===== config.mk =====
export PLATFORM = sky130hd
export DESIGN_NAME = control_unit_flat
export DESIGN_NICKNAME = d
export VERILOG_FILES = /design/src/rtl/control_unit_pkg.sv /design/src/rtl/control_unit_if.sv /design/src/rtl/control_unit_ir_decode.sv /design/src/rtl/control_unit.sv /design/src/flat_wrapper.sv
export SDC_FILE = /design/constraint.sdc
export NUM_CORES = 1
export LEC_CHECK = 0
export CAP_MARGIN = 10
export CORE_UTILIZATION = 45
export DETAILED_ROUTE_END_ITERATION = 16
export PLACE_DENSITY = 0.77
export SYNTH_ARGS = -nofsm -noshare
export SYNTH_HDL_FRONTEND = slang
export SYNTH_HIERARCHICAL = 1
export SYNTH_SLANG_ARGS = --single-unit

===== constraint.sdc =====
create_clock -name clk -period 2.3 [get_ports clk]
set_input_delay 0.46 -clock clk [delete_from_list [all_inputs] [get_ports clk]]
set_output_delay 0.46 -clock clk [all_outputs]
set_load 0.01 [all_outputs]

===== src/rtl/control_unit_pkg.sv =====
`default_nettype none
// ============================================================================
// Module   : control_unit_pkg
// Purpose  : Shared definitions for the multicycle control unit. Holds the
//            FSM state encoding, the instruction class codes, the IR field
//            bit positions and a small immediate sign-extension helper.
// Revision : 1.0 - initial release
// ============================================================================
package control_unit_pkg;

    typedef enum logic [2:0] {
        ST_FETCH  = 3'd0,
        ST_DECODE = 3'd1,
        ST_EXEC   = 3'd2,
        ST_MEM    = 3'd3,
        ST_WB     = 3'd4,
        ST_HALT   = 3'd5
    } state_t;

    typedef enum logic [1:0] {
        CLS_ALU  = 2'b00,
        CLS_LD   = 2'b01,
        CLS_JMP  = 2'b10,
        CLS_HALT = 2'b11
    } instr_class_t;

    // Class field, common to every instruction
    localparam int c_cls_hi    = 15;
    localparam int c_cls_lo    = 14;
    // ALU fields
    localparam int c_op_hi     = 13;
    localparam int c_op_lo     = 11;
    localparam int c_ri        = 10;
    localparam int c_alu_rd_hi = 9;
    localparam int c_alu_rd_lo = 7;
    localparam int c_ra_hi     = 6;
    localparam int c_ra_lo     = 4;
    localparam int c_rb_hi     = 3;
    localparam int c_rb_lo     = 1;
    localparam int c_imm_hi    = 3;
    localparam int c_imm_lo    = 0;
    // LD fields (address field shared with the JMP target)
    localparam int c_ld_rd_hi  = 13;
    localparam int c_ld_rd_lo  = 11;
    localparam int c_addr_hi   = 10;
    localparam int c_addr_lo   = 0;
    // JMP condition bit
    localparam int c_cond      = 13;

    function automatic logic [15:0] sext4(input logic [3:0] v);
        return {{12{v[3]}}, v};
    endfunction

endpackage
`default_nettype wire


===== src/rtl/control_unit_if.sv =====
`default_nettype none
// ============================================================================
// Module   : control_unit_if
// Purpose  : Memory request/acknowledge bus between the control unit and
//            instruction/data memory.
//   mem_req   : request, held until mem_ack
//   mem_addr  : word address (fetch or load)
//   mem_ack   : handshake, mem_rdata valid in the same cycle
//   mem_rdata : instruction or load data
//   master : control unit side   slave : memory side
// Revision : 1.0 - initial release
// ============================================================================
interface control_unit_if;
    logic        mem_req;
    logic [15:0] mem_addr;
    logic        mem_ack;
    logic [15:0] mem_rdata;

    modport master (output mem_req, output mem_addr, input mem_ack, input mem_rdata);
    modport slave  (input mem_req, input mem_addr, output mem_ack, output mem_rdata);
endinterface
`default_nettype wire


===== src/rtl/control_unit_ir_decode.sv =====
`default_nettype none
// ============================================================================
// Module   : ir_decode
// Purpose  : Purely combinational split of the instruction register into
//            class, ALU/register selects, load address, jump target/condition
//            and the sign-extended immediate.
//   i_ir        : instruction register
//   o_cls       : instruction class
//   o_codeop/o_ri/o_ra/o_rb/o_rd : ALU and register-file selects
//   o_ld_addr   : zero-extended load address
//   o_target    : zero-extended jump target
//   o_cond      : jump is conditional on the compare flag
//   o_imm       : sign-extended instr[3:0]
// Revision : 1.0 - initial release
// ============================================================================
module ir_decode
    import control_unit_pkg::*;
(
    input  wire logic [15:0] i_ir,
    output instr_class_t     o_cls,
    output logic [2:0]       o_codeop,
    output logic             o_ri,
    output logic [2:0]       o_ra,
    output logic [2:0]       o_rb,
    output logic [2:0]       o_rd,
    output logic [15:0]      o_ld_addr,
    output logic [15:0]      o_target,
    output logic             o_cond,
    output logic [15:0]      o_imm
);
    assign o_cls     = instr_class_t'(i_ir[c_cls_hi:c_cls_lo]);
    assign o_codeop  = i_ir[c_op_hi:c_op_lo];
    assign o_ri      = i_ir[c_ri];
    assign o_ra      = i_ir[c_ra_hi:c_ra_lo];
    assign o_rb      = i_ir[c_rb_hi:c_rb_lo];
    // The destination lives in a different field for loads; selecting it
    // here lets the write-back use a single rd port for both classes.
    assign o_rd      = (o_cls == CLS_LD) ? i_ir[c_ld_rd_hi:c_ld_rd_lo]
                                         : i_ir[c_alu_rd_hi:c_alu_rd_lo];
    assign o_ld_addr = {5'd0, i_ir[c_addr_hi:c_addr_lo]};
    assign o_target  = {5'd0, i_ir[c_addr_hi:c_addr_lo]};
    assign o_cond    = i_ir[c_cond];
    assign o_imm     = sext4(i_ir[c_imm_hi:c_imm_lo]);
endmodule
`default_nettype wire


===== src/rtl/control_unit.sv =====
`default_nettype none
// ============================================================================
// Module   : control_unit
// Purpose  : Multicycle CPU control FSM (FETCH/DECODE/EXEC/MEM/WB/HALT).
//            Drives an external ALU and register file; owns pc, IR, the
//            result register and the compare flag.
//   clk, rst      : clock, synchronous active-high reset
//   mem_bus       : memory request/ack bus (master side)
//   alu_codeop/alu_ri, alu_r/alu_cmp : ALU control and result
//   rf_ra/rf_rb/rf_rd, rf_we, rf_wdata : register-file control
//   imm, pc, halted : immediate operand, program counter, halt status
// Revision : 1.0 - initial release
// ============================================================================
module control_unit
    import control_unit_pkg::*;
(
    input  wire logic        clk,
    input  wire logic        rst,
    control_unit_if.master   mem_bus,
    output logic [2:0]       alu_codeop,
    output logic             alu_ri,
    input  wire logic [15:0] alu_r,
    input  wire logic        alu_cmp,
    output logic [2:0]       rf_ra,
    output logic [2:0]       rf_rb,
    output logic [2:0]       rf_rd,
    output logic             rf_we,
    output logic [15:0]      rf_wdata,
    output logic [15:0]      imm,
    output logic [15:0]      pc,
    output logic             halted
);
    state_t       r_state, w_state_nxt;
    logic [15:0]  r_pc, w_pc_nxt;
    logic [15:0]  r_ir, w_ir_nxt;
    logic [15:0]  r_result, w_result_nxt;
    logic         r_cmp, w_cmp_nxt;

    logic         w_mem_req;
    logic [15:0]  w_mem_addr;
    logic         w_rf_we;
    logic         w_halted;

    instr_class_t w_cls;
    logic [15:0]  w_ld_addr;
    logic [15:0]  w_target;
    logic         w_cond;

    ir_decode u_ir_decode (
        .i_ir      (r_ir),
        .o_cls     (w_cls),
        .o_codeop  (alu_codeop),
        .o_ri      (alu_ri),
        .o_ra      (rf_ra),
        .o_rb      (rf_rb),
        .o_rd      (rf_rd),
        .o_ld_addr (w_ld_addr),
        .o_target  (w_target),
        .o_cond    (w_cond),
        .o_imm     (imm)
    );

    always_ff @(posedge clk) begin
        if (rst) begin
            r_state  <= ST_FETCH;
            r_pc     <= 16'h0000;
            r_ir     <= 16'h0000;
            r_result <= 16'h0000;
            r_cmp    <= 1'b0;
        end else begin
            r_state  <= w_state_nxt;
            r_pc     <= w_pc_nxt;
            r_ir     <= w_ir_nxt;
            r_result <= w_result_nxt;
            r_cmp    <= w_cmp_nxt;
        end
    end

    always_comb begin
        w_state_nxt  = r_state;
        w_pc_nxt     = r_pc;
        w_ir_nxt     = r_ir;
        w_result_nxt = r_result;
        w_cmp_nxt    = r_cmp;
        w_mem_req    = 1'b0;
        w_mem_addr   = r_pc;
        w_rf_we      = 1'b0;
        w_halted     = 1'b0;

        case (r_state)
            ST_FETCH: begin
                w_mem_req = 1'b1;
                if (mem_bus.mem_ack) begin
                    w_ir_nxt    = mem_bus.mem_rdata;
                    w_pc_nxt    = r_pc + 16'd1;
                    w_state_nxt = ST_DECODE;
                end
            end
            ST_DECODE: begin
                case (w_cls)
                    CLS_ALU: w_state_nxt = ST_EXEC;
                    CLS_LD:  w_state_nxt = ST_MEM;
                    CLS_JMP: begin
                        if (!w_cond || r_cmp) begin
                            w_pc_nxt = w_target;
                        end
                        w_state_nxt = ST_FETCH;
                    end
                    default: w_state_nxt = ST_HALT;
                endcase
            end
            ST_EXEC: begin
                w_result_nxt = alu_r;
                w_cmp_nxt    = alu_cmp;
                w_state_nxt  = ST_WB;
            end
            ST_MEM: begin
                w_mem_req  = 1'b1;
                w_mem_addr = w_ld_addr;
                if (mem_bus.mem_ack) begin
                    w_result_nxt = mem_bus.mem_rdata;
                    w_state_nxt  = ST_WB;
                end
            end
            ST_WB: begin
                w_rf_we     = 1'b1;
                w_state_nxt = ST_FETCH;
            end
            ST_HALT: begin
                w_halted = 1'b1;
            end
            default: begin
                w_state_nxt = ST_FETCH;
            end
        endcase
    end

    // The state register already reads FETCH during a held reset; masking
    // with rst keeps the reset cycle itself free of requests and strobes,
    // so the first real fetch lands in the cycle after rst drops.
    assign mem_bus.mem_req  = w_mem_req & ~rst;
    assign mem_bus.mem_addr = w_mem_addr;
    assign rf_we            = w_rf_we & ~rst;
    assign halted           = w_halted & ~rst;
    assign rf_wdata         = r_result;
    assign pc               = r_pc;

endmodule
`default_nettype wire

===== src/flat_wrapper.sv =====
// flat-port wrapper written by rule: the top's interface ports become plain ports
module control_unit_flat import control_unit_pkg::*;
  (clk, rst, alu_codeop, alu_ri, alu_r, alu_cmp, rf_ra, rf_rb, rf_rd, rf_we, rf_wdata, imm, pc, halted, mem_bus_mem_req, mem_bus_mem_addr, mem_bus_mem_ack, mem_bus_mem_rdata);
  control_unit_if mem_bus_i ();
  input  wire logic clk;
  input  wire logic rst;
  output logic [2:0] alu_codeop;
  output logic alu_ri;
  input  wire logic [15:0] alu_r;
  input  wire logic alu_cmp;
  output logic [2:0] rf_ra;
  output logic [2:0] rf_rb;
  output logic [2:0] rf_rd;
  output logic rf_we;
  output logic [15:0] rf_wdata;
  output logic [15:0] imm;
  output logic [15:0] pc;
  output logic halted;
  output wire logic [$bits(mem_bus_i.mem_req)-1:0] mem_bus_mem_req;
  output wire logic [$bits(mem_bus_i.mem_addr)-1:0] mem_bus_mem_addr;
  input wire logic [$bits(mem_bus_i.mem_ack)-1:0] mem_bus_mem_ack;
  input wire logic [$bits(mem_bus_i.mem_rdata)-1:0] mem_bus_mem_rdata;
  assign mem_bus_mem_req = mem_bus_i.mem_req;
  assign mem_bus_mem_addr = mem_bus_i.mem_addr;
  assign mem_bus_i.mem_ack = mem_bus_mem_ack;
  assign mem_bus_i.mem_rdata = mem_bus_mem_rdata;
  control_unit u_core (.clk(clk), .rst(rst), .mem_bus(mem_bus_i), .alu_codeop(alu_codeop), .alu_ri(alu_ri), .alu_r(alu_r), .alu_cmp(alu_cmp), .rf_ra(rf_ra), .rf_rb(rf_rb), .rf_rd(rf_rd), .rf_we(rf_we), .rf_wdata(rf_wdata), .imm(imm), .pc(pc), .halted(halted));
endmodule

# == After elaboration in Yosys (flattened, before gate mapping) ==
# Index checks and enable logic that the tools add are counted.
# word_totals
ff_bits,52
inputBits,36
wordCells,48
# classes
reduce_logical,11
eq_ne,11
bitwise_logic,5
n_addsub,1
mux,15
# ops
op,count
$mux 16,5
$pmux 16 s2,2
$add 16x1->16 const B,1
$pmux 3 s5,1
$mux 3,3
$pmux 3 s3,1
$eq 3x2->1 const B,2
$eq 3x3->1 const B,2
$ne 2x1->1 const B,2
$ne 2x2->1 const B,2
$reduce_and 2->1,2
$reduce_and 4->1,1
$reduce_bool 2->1,2
$and 1x1->1,3
$eq 3x1->1 const B,1
$logic_not 3->1,1
$mux 1,3
$reduce_and 3->1,1
$eq 2x1->1 const B,1
$eq 2x2->1 const B,1
$logic_not 2->1,1
$not 1->1,2
$reduce_or 2->1,1
$logic_not 1->1,1
$logic_or 1x1->1,1

# == Logic depth before layout (Yosys ltp) ==
# Gate-level depths: netlist (run 1).
# depth
ltp_word,5
mapped_depth,7

# == Hierarchy ==
# Netlist (run 1), hierarchy kept.
# modules_own_cells
mod,seq_area_each_um2,cells_each,n_inst,area_per_inst_um2
control_unit,1041.0,327,1,2702.6
ir_decode,0.0,66,1,520.5

# == Worst setup path after synthesis (run 1) ==
# Ideal clock, no wire load.
# synth_path
path_type,register -> output
from,reg u_core.r_state[2]
to,out mem_bus_mem_addr[10]
path_stages_with_launch,5
path_slack_ps,251
t_required_ps,1840
t_arrival_ps,1589
cell_sequence,dfxtp_1 clkbuf_1 nand3b_1 clkbuf_1 mux2_1
# synth_via
elab_chain_cells,2
# synth_lines
element,line_no,source
from (decl),control_unit.sv:33,"state_t r_state, w_state_nxt;"
from (signal assigned),control_unit.sv:71,r_state <= w_state_nxt;
$eq 3x2->1,control_unit.sv:90,case (r_state)
$mux 16,control_unit.sv:90,
to (decl),flat_wrapper.sv:20,output wire logic [$bits(mem_bus_i.mem_addr)-1:0] mem_bus_mem_addr;
# Every way passes these cells.

# == Worst setup path in the final report (run 1) ==
# layout_path
from,in mem_bus_mem_ack
to,"reg u_core.r_pc[9], in the netlist u_core/pc[9]"
# layout_via
elab_chain_cells,2
# layout_lines
element,line_no,source
from (decl),flat_wrapper.sv:21,input wire logic [$bits(mem_bus_i.mem_ack)-1:0] mem_bus_mem_ack;
$ne 2x2->1 (no source line),-,
$reduce_and 4->1 (no source line),-,
to (signal assigned),control_unit.sv:72,r_pc <= w_pc_nxt;
to (decl),control_unit.sv:34,"logic [15:0] r_pc, w_pc_nxt;"
# Every way passes these cells.
# A chain may end at the register's enable or synchronous reset.

==> impl_metrics.json, run 1 <==
{
  "min_path_type": "input port to flip-flop",
  "std_cell_rows": 30,
  "synth_edf_count": 0,
  "worst_hold_startpoint": "rst",
  "drv_cap": 0,
  "synth_cells": 393,
  "dp_hpwl_um": 5990,
  "clock_latency_ps": 310,
  "yosysMostFrequentCell": "buf_4",
  "r2r_start": "u_core/r_state[2]$_SDFFE_PP0P_",
  "drc": 0,
  "cts_made_buffers": 5,
  "avgSynthCellArea_um2": 8.20,
  "cp_max_fo": 2,
  "power_leakage_nw": 1.70,
  "ys_warn_count": 6,
  "worstPathArrival_ps": 2470,
  "grt_remaining_overflow": 0,
  "fin_nets": 492,
  "grt_start_max_net_pins": 52,
  "via_per_inst": 5.30,
  "grt_pass1_vias": 2738,
  "netlist_area_um2": 3220,
  "synth_common_cells": "61 x buf_4, 52 x dfxtp_1, 47 x nand2_1, 29 x a21oi_1, 27 x nor2_1",
  "die-area_um2": 7500,
  "required_ps": 2530,
  "synthAdderAreaFrac_pct": 0.388,
  "port_buffers": 115,
  "core_region_area_um2": 6870,
  "power.density_nw_per_um2": 523,
  "h-tree-depth": 2,
  "rsz0062_at_grt": "no",
  "start_util_pct": 46.9,
  "antenna_found_initial": 0,
  "ant_nets": 0,
  "rrSetupSlack_ps": 270,
  "ioPinCount": 116,
  "synth-simple-area-share_pct": 20.5,
  "fin_skew_ps": 4.31,
  "synth_mux_area_share_pct": 12.0,
  "synth-xor-area-share_pct": 0,
  "synth_cell_type_count": 52,
  "cts_tree": "done",
  "place_congestion": 0.832,
  "crit_path_start_kind": "input port",
  "power.total_w": 0.00222,
  "path_delay_family": "simple AND/OR/NAND/NOR gates",
  "track_usage_pct": 22.2,
  "fin_crit_ps": 2240,
  "wl_um": 8380,
  "path_clk_slew_ps": 100,
  "grt_pass1_wl_um": 13200,
  "fmax_ghz": 0.446,
  "die_x_um": 86.6,
  "cts.sinks": 52,
  "synthFlopType": "dfxtp_1",
  "synth_top_family_by_area": "simple AND/OR/NAND/NOR gates",
  "synth_seq_cells": 52,
  "final_layout_size_suffix_gt1_share_pct": 8.55,
  "timing.rr.end": "u_core/pc[9]$_SDFFE_PP0P_",
  "setup_violations": 0,
  "period_share_pct": 97.4,
  "root_buffer": "clkbuf_8",
  "run_status": "completed",
  "drt-initial-drc-count": 155,
  "insertedDiodeCount": 0,
  "ir_drop_v": 0.000386,
  "report.final.slew_viol_count": 0,
  "fill_cells": 616,
  "hold_path_end": "u_core/r_cmp$_SDFFE_PP0N_",
  "synth_compound_area_share_pct": 17.1,
  "critical_path.max_stage_delay_ps": 550,
  "reg2reg_depth": 4,
  "cts_hold_buf": 0,
  "drtPass1Iterations": 4,
  "worstPathCellList": "clkdlybuf4s50_1, or4b_4, or4b_4, or4_1, o221ai_2",
  "crit_buf_inv": 1,
  "netlist.area_leader.share_pct": 32.3,
  "die_y_um": 86.6,
  "async_reset_ff_share_pct": 0,
  "hold_viol": 0,
  "critical_path.startpoint": "mem_bus_mem_ack",
  "cpMostUsedCell": "or4b_4",
  "hold-worst-slack_ps": 360,
  "synth_top_cell_by_area": "dfxtp_1",
  "crit_type": "input port to flip-flop",
  "hold_path_depth": 2,
  "tightest_slew_ps": 1020,
  "slew_headroom_pct": 31.8,
  "clockBufferDepth": 2,
  "synth_area_leaders": "dfxtp_1 32%, buf_4 14%, mux2_1 5.6%",
  "via_count": 2924,
  "area_growth_pct": 31.6,
  "endpoint_kind": "flip-flop",
  "wl_per_cell_um": 15.2,
  "synth-seq-area-share_pct": 32.3,
  "slowest_stage": "or4b_4"
}
-- report_power, final --
part	total [W]	switching [W]	internal [W]
Sequential	0.00102	0.0000610	0.000954
Combinational	0.000551	0.000259	0.000292
Clock	0.000654	0.000326	0.000328
-- what timing repair did --
| item | in CTS | in global routing |
|---|---|---|
| setup endpoints to repair | 17 | 6 |
| setup buffers | 1 | 0 |
| gates resized for setup | 18 | 5 |
-- final cells by class --
class | instances | area (um2) | area share (%)
Tap cell | 96 | 120 | 2.83
Inverter | 3 | 11.3 | 0.265
Clock inverter | 3 | 46.3 | 1.09
Sequential cell | 52 | 1040 | 24.6
Clock buffer | 5 | 68.8 | 1.62
Timing Repair Buffer | 131 | 1270 | 30.0
Multi-Input combinational cell | 262 | 1680 | 39.5
-- cell usage in the layout, fill, tap and decap left out, drive strengths merged, types with 2 or more instances in the layout --
master and n:
a211oi 16, a21oi 29, a22oi 4, a31oi 3
and2 6, and3 2, and4 3, buf 17
clkbuf 5, clkdlybuf4s50 97, conb 10, dfxtp 52
dlygate4sd2 16, inv 4, mux2 19, mux2i 16
nand2 47, nand2b 4, nand3 7, nand3b 3
nand4 2, nor2 27, nor2b 6, nor3 8
nor3b 4, nor4 4, nor4b 2, o211ai 2
o21ai 14, o31a 3, o32ai 3, or4b 2
-- through the flow --
step,utilization [%],area [um2],std cells,TNS (ps),setup WS (ps)
2_1_floorplan,-,3260,402,0,251
3_3_place_gp,60.0,4120,543,-936,-220
3_5_place_dp,60.0,4120,543,-1580,-287
4_1_cts,61.5,4230,552,0,21.5
5_1_grt,61.7,4240,552,0,3.46
6_report,61.7,4240,552,0,59.1
-- metal layers --
layer	share of wire [%]	track usage, %	vias up
li1	-	-	1447
met1	43	27.9	1374
met2	49	37.5	99
met3	7.8	6.76	4
met4	0.54	4.85	0
met5	0	0	-
-- flip-flops by register name, summed over array words and instances, names as in the netlist --
register,flops
u_core/r_cmp,1
u_core/r_ir,16
u_core/r_state,3
u_core/pc,16
u_core/rf_wdata,16
-- cell families after synthesis --
group                      count (synthesis)
adders and majority gates                  1
AOI/OAI and AO/OA                         86
buffers and inverters                     88
DFF                                       52
other                                      1
and+or+nand+nor                          130
muxes                                     35
-- worst max path at each step --
stage                     slack (ps)  cells past startpoint                         to
after global routing               3                      5  u_core/pc[9]$_SDFFE_PP0P_
after CTS                         20                      4            mem_bus_mem_req
after detailed placement        -290                      5  u_core/pc[9]$_SDFFE_PP0P_
after global placement          -220                      5  u_core/pc[9]$_SDFFE_PP0P_
final                             60                      5  u_core/pc[9]$_SDFFE_PP0P_
after floorplan                  250                      4       mem_bus_mem_addr[10]
Power figures use the tool's default switching activity.
==> run 2, diff against run 1 <==
--- a/config.mk
+++ b/config.mk
@@ -6,9 +6,10 @@
 export NUM_CORES = 1
 export LEC_CHECK = 0
 export CAP_MARGIN = 10
-export CORE_UTILIZATION = 45
+export CORE_UTILIZATION = 47
+export CTS_BUF_LIST = sky130_fd_sc_hd__clkbuf_2
 export DETAILED_ROUTE_END_ITERATION = 16
-export PLACE_DENSITY = 0.77
+export PLACE_DENSITY = 0.81
 export SYNTH_ARGS = -nofsm -noshare
 export SYNTH_HDL_FRONTEND = slang
 export SYNTH_HIERARCHICAL = 1
==> run 2 against run 1 <==
Against the previous run: the run now ends with design-rule violations left; register-to-register slack lost 140 ps; fmax grew 0.73%; wire length grew 3.1%; utilization grew 3.7 points; critical endpoint is now mem_bus_mem_addr[7]; largest power group unchanged.
==> impl_metrics.json, run 2 (synthesis gave the netlist of run 1 again) <==
{
  "port_buffers": 115,
  "cp.depth": 5,
  "drv_cap": 0,
  "drc": 5,
  "tightest_slew_ps": 547,
  "violations": "design-rule violations",
  "slowest_stage": "dfxtp_2",
  "power_leakage_nw": 1.72,
  "placed_cells": 525,
  "std_cell_rows": 29,
  "die-area_um2": 7190,
  "required_ps": 1840,
  "run_status": "complete, but fails checks",
  "min_path_type": "input port to flip-flop",
  "cts_hold_buf": 0,
  "wl_um": 8640,
  "ant_nets": 0,
  "root_buffer": "clkbuf_2",
  "insertedDiodeCount": 0,
  "report.final.slew_viol_count": 0,
  "fmax_ghz": 0.450,
  "ir_drop_v": 0.000335,
  "die_x_um": 84.8,
  "worst_hold_startpoint": "rst",
  "h-tree-depth": 2,
  "endpoint_kind": "output port",
  "track_usage_pct": 24.6,
  "reg2reg_depth": 5,
  "hold_path_end": "u_core/r_state[0]$_SDFFE_PP0P_",
  "dp_hpwl_um": 6130,
  "final_layout_size_suffix_gt1_share_pct": 16.1,
  "cp_max_fo": 11,
  "clockBufferDepth": 2,
  "rsz0062_at_grt": "yes",
  "timing.rr.end": "u_core/pc[9]$_SDFFE_PP0P_",
  "place_congestion": 0.795,
  "start_util_pct": 49.6,
  "period_share_pct": 96.7,
  "clock_latency_ps": 470,
  "design_area_um2": 4250,
  "r2r_start": "u_core/r_state[0]$_SDFFE_PP0P_",
  "grt_pass1_vias": 2862,
  "worstPathArrival_ps": 1760,
  "drtPass1Iterations": 11,
  "slew_headroom_pct": 63.5,
  "core_region_area_um2": 6490,
  "crit_path_start_kind": "flip-flop",
  "wl_per_cell_um": 15.9,
  "cts.sinks": 52,
  "crit_buf_inv": 3,
  "grt_pass1_wl_um": 14100,
  "cts_made_buffers": 5,
  "hold_path_depth": 2,
  "ioPinCount": 116,
  "drt-initial-drc-count": 159,
  "via_per_inst": 5.55,
  "instances_no_fill": 542,
  "fin_nets": 501,
  "via_count": 3006,
  "crit_type": "flip-flop to output port",
  "hold-worst-slack_ps": 189,
  "grt_start_max_net_pins": 51,
  "final_common_cell": "clkdlybuf4s50_1",
  "final_cell_mix": "92 x clkdlybuf4s50_1, 47 x nand2_1, 47 x dfxtp_1",
  "die_y_um": 84.8,
  "hold_viol": 0,
  "area_growth_pct": 31.8,
  "antenna_found_initial": 0,
  "fin_skew_ps": 12.8,
  "final_util_pct": 65.4,
  "critical_path.max_stage_delay_ps": 390,
  "power.density_nw_per_um2": 471,
  "grt_remaining_overflow": 0,
  "path_clk_slew_ps": 280,
  "worstPathCellList": "nand3b_1, buf_6, buf_12, mux2_1, buf_2",
  "setup_violations": 0,
  "cts_tree": "done",
  "post_dp_cell_area_um2": 4100,
  "rrSetupSlack_ps": 130,
  "fin_crit_ps": 2220,
  "path_delay_family": "buffers and inverters"
}
-- run 2: layout make-up --
type                    instances  area [um2]
well taps                      77        96.3
inverters                       3        11.3
multi-input cells             262        1700
clock inverters                 3        27.5
flip-flops and latches         52        1050
fillers                       559        2250
repair buffers                140        1340
clock buffers                   5        25.0
-- run 2: worst reg2reg max path, cell delays in order (launching register included) --
cell	delay, ps
dfxtp_4	420
buf_4	150
or4b_1	510
or4b_4	560
or4_1	410
o221ai_1	80
-- run 2: worst max path at each step --
stage	from	endpoint	slack (ps)
final	u_core/r_state[2]$_SDFFE_PP0P_	mem_bus_mem_addr[7]	80
after global routing	u_core/r_state[2]$_SDFFE_PP0P_	mem_bus_mem_addr[7]	-30
after CTS	u_core/r_state[2]$_SDFFE_PP0P_	mem_bus_mem_req	20
after detailed placement	mem_bus_mem_ack	u_core/pc[9]$_SDFFE_PP0P_	-250
after global placement	mem_bus_mem_ack	u_core/pc[9]$_SDFFE_PP0P_	-210
after floorplan	u_core/r_state[2]$_SDFFE_PP0P_	mem_bus_mem_addr[10]	250
-- run 2: where the power goes --
| group | switching (W) | internal (W) |
|---|---|---|
| logic | 0.000267 | 0.000304 |
| registers | 0.0000599 | 0.000958 |
| clock network | 0.000326 | 0.0000851 |
| total | 0.000653 | 0.00135 |
-- run 2: timing repair --
action	in CTS	in global routing
resized for setup	81	20
hold endpoints to repair	0	0
setup buffers	7	1
setup endpoints to repair	29	19
gates cloned	1	0
-- run 2: per-layer routing --
metal | track usage [%] | vias up | wire length, um
li1 | - | 1465 | -
met1 | 29.8 | 1407 | 3600
met2 | 42.6 | 117 | 4220
met3 | 6.61 | 17 | 666
met4 | 7.55 | 0 | 155
met5 | 0 | - | 0
-- run 2: through the flow --
step / power (W) / setup TNS (ps) / setup slack (ps)
after detailed placement: 0.00159 / -1180 / -249
after floorplan: 0.00138 / 0 / 251
after global placement: 0.00158 / -769 / -213
after CTS: 0.00200 / 0 / 22.1
final: 0.00200 / 0 / 75.4
after global routing: 0.00210 / -164 / -29.3
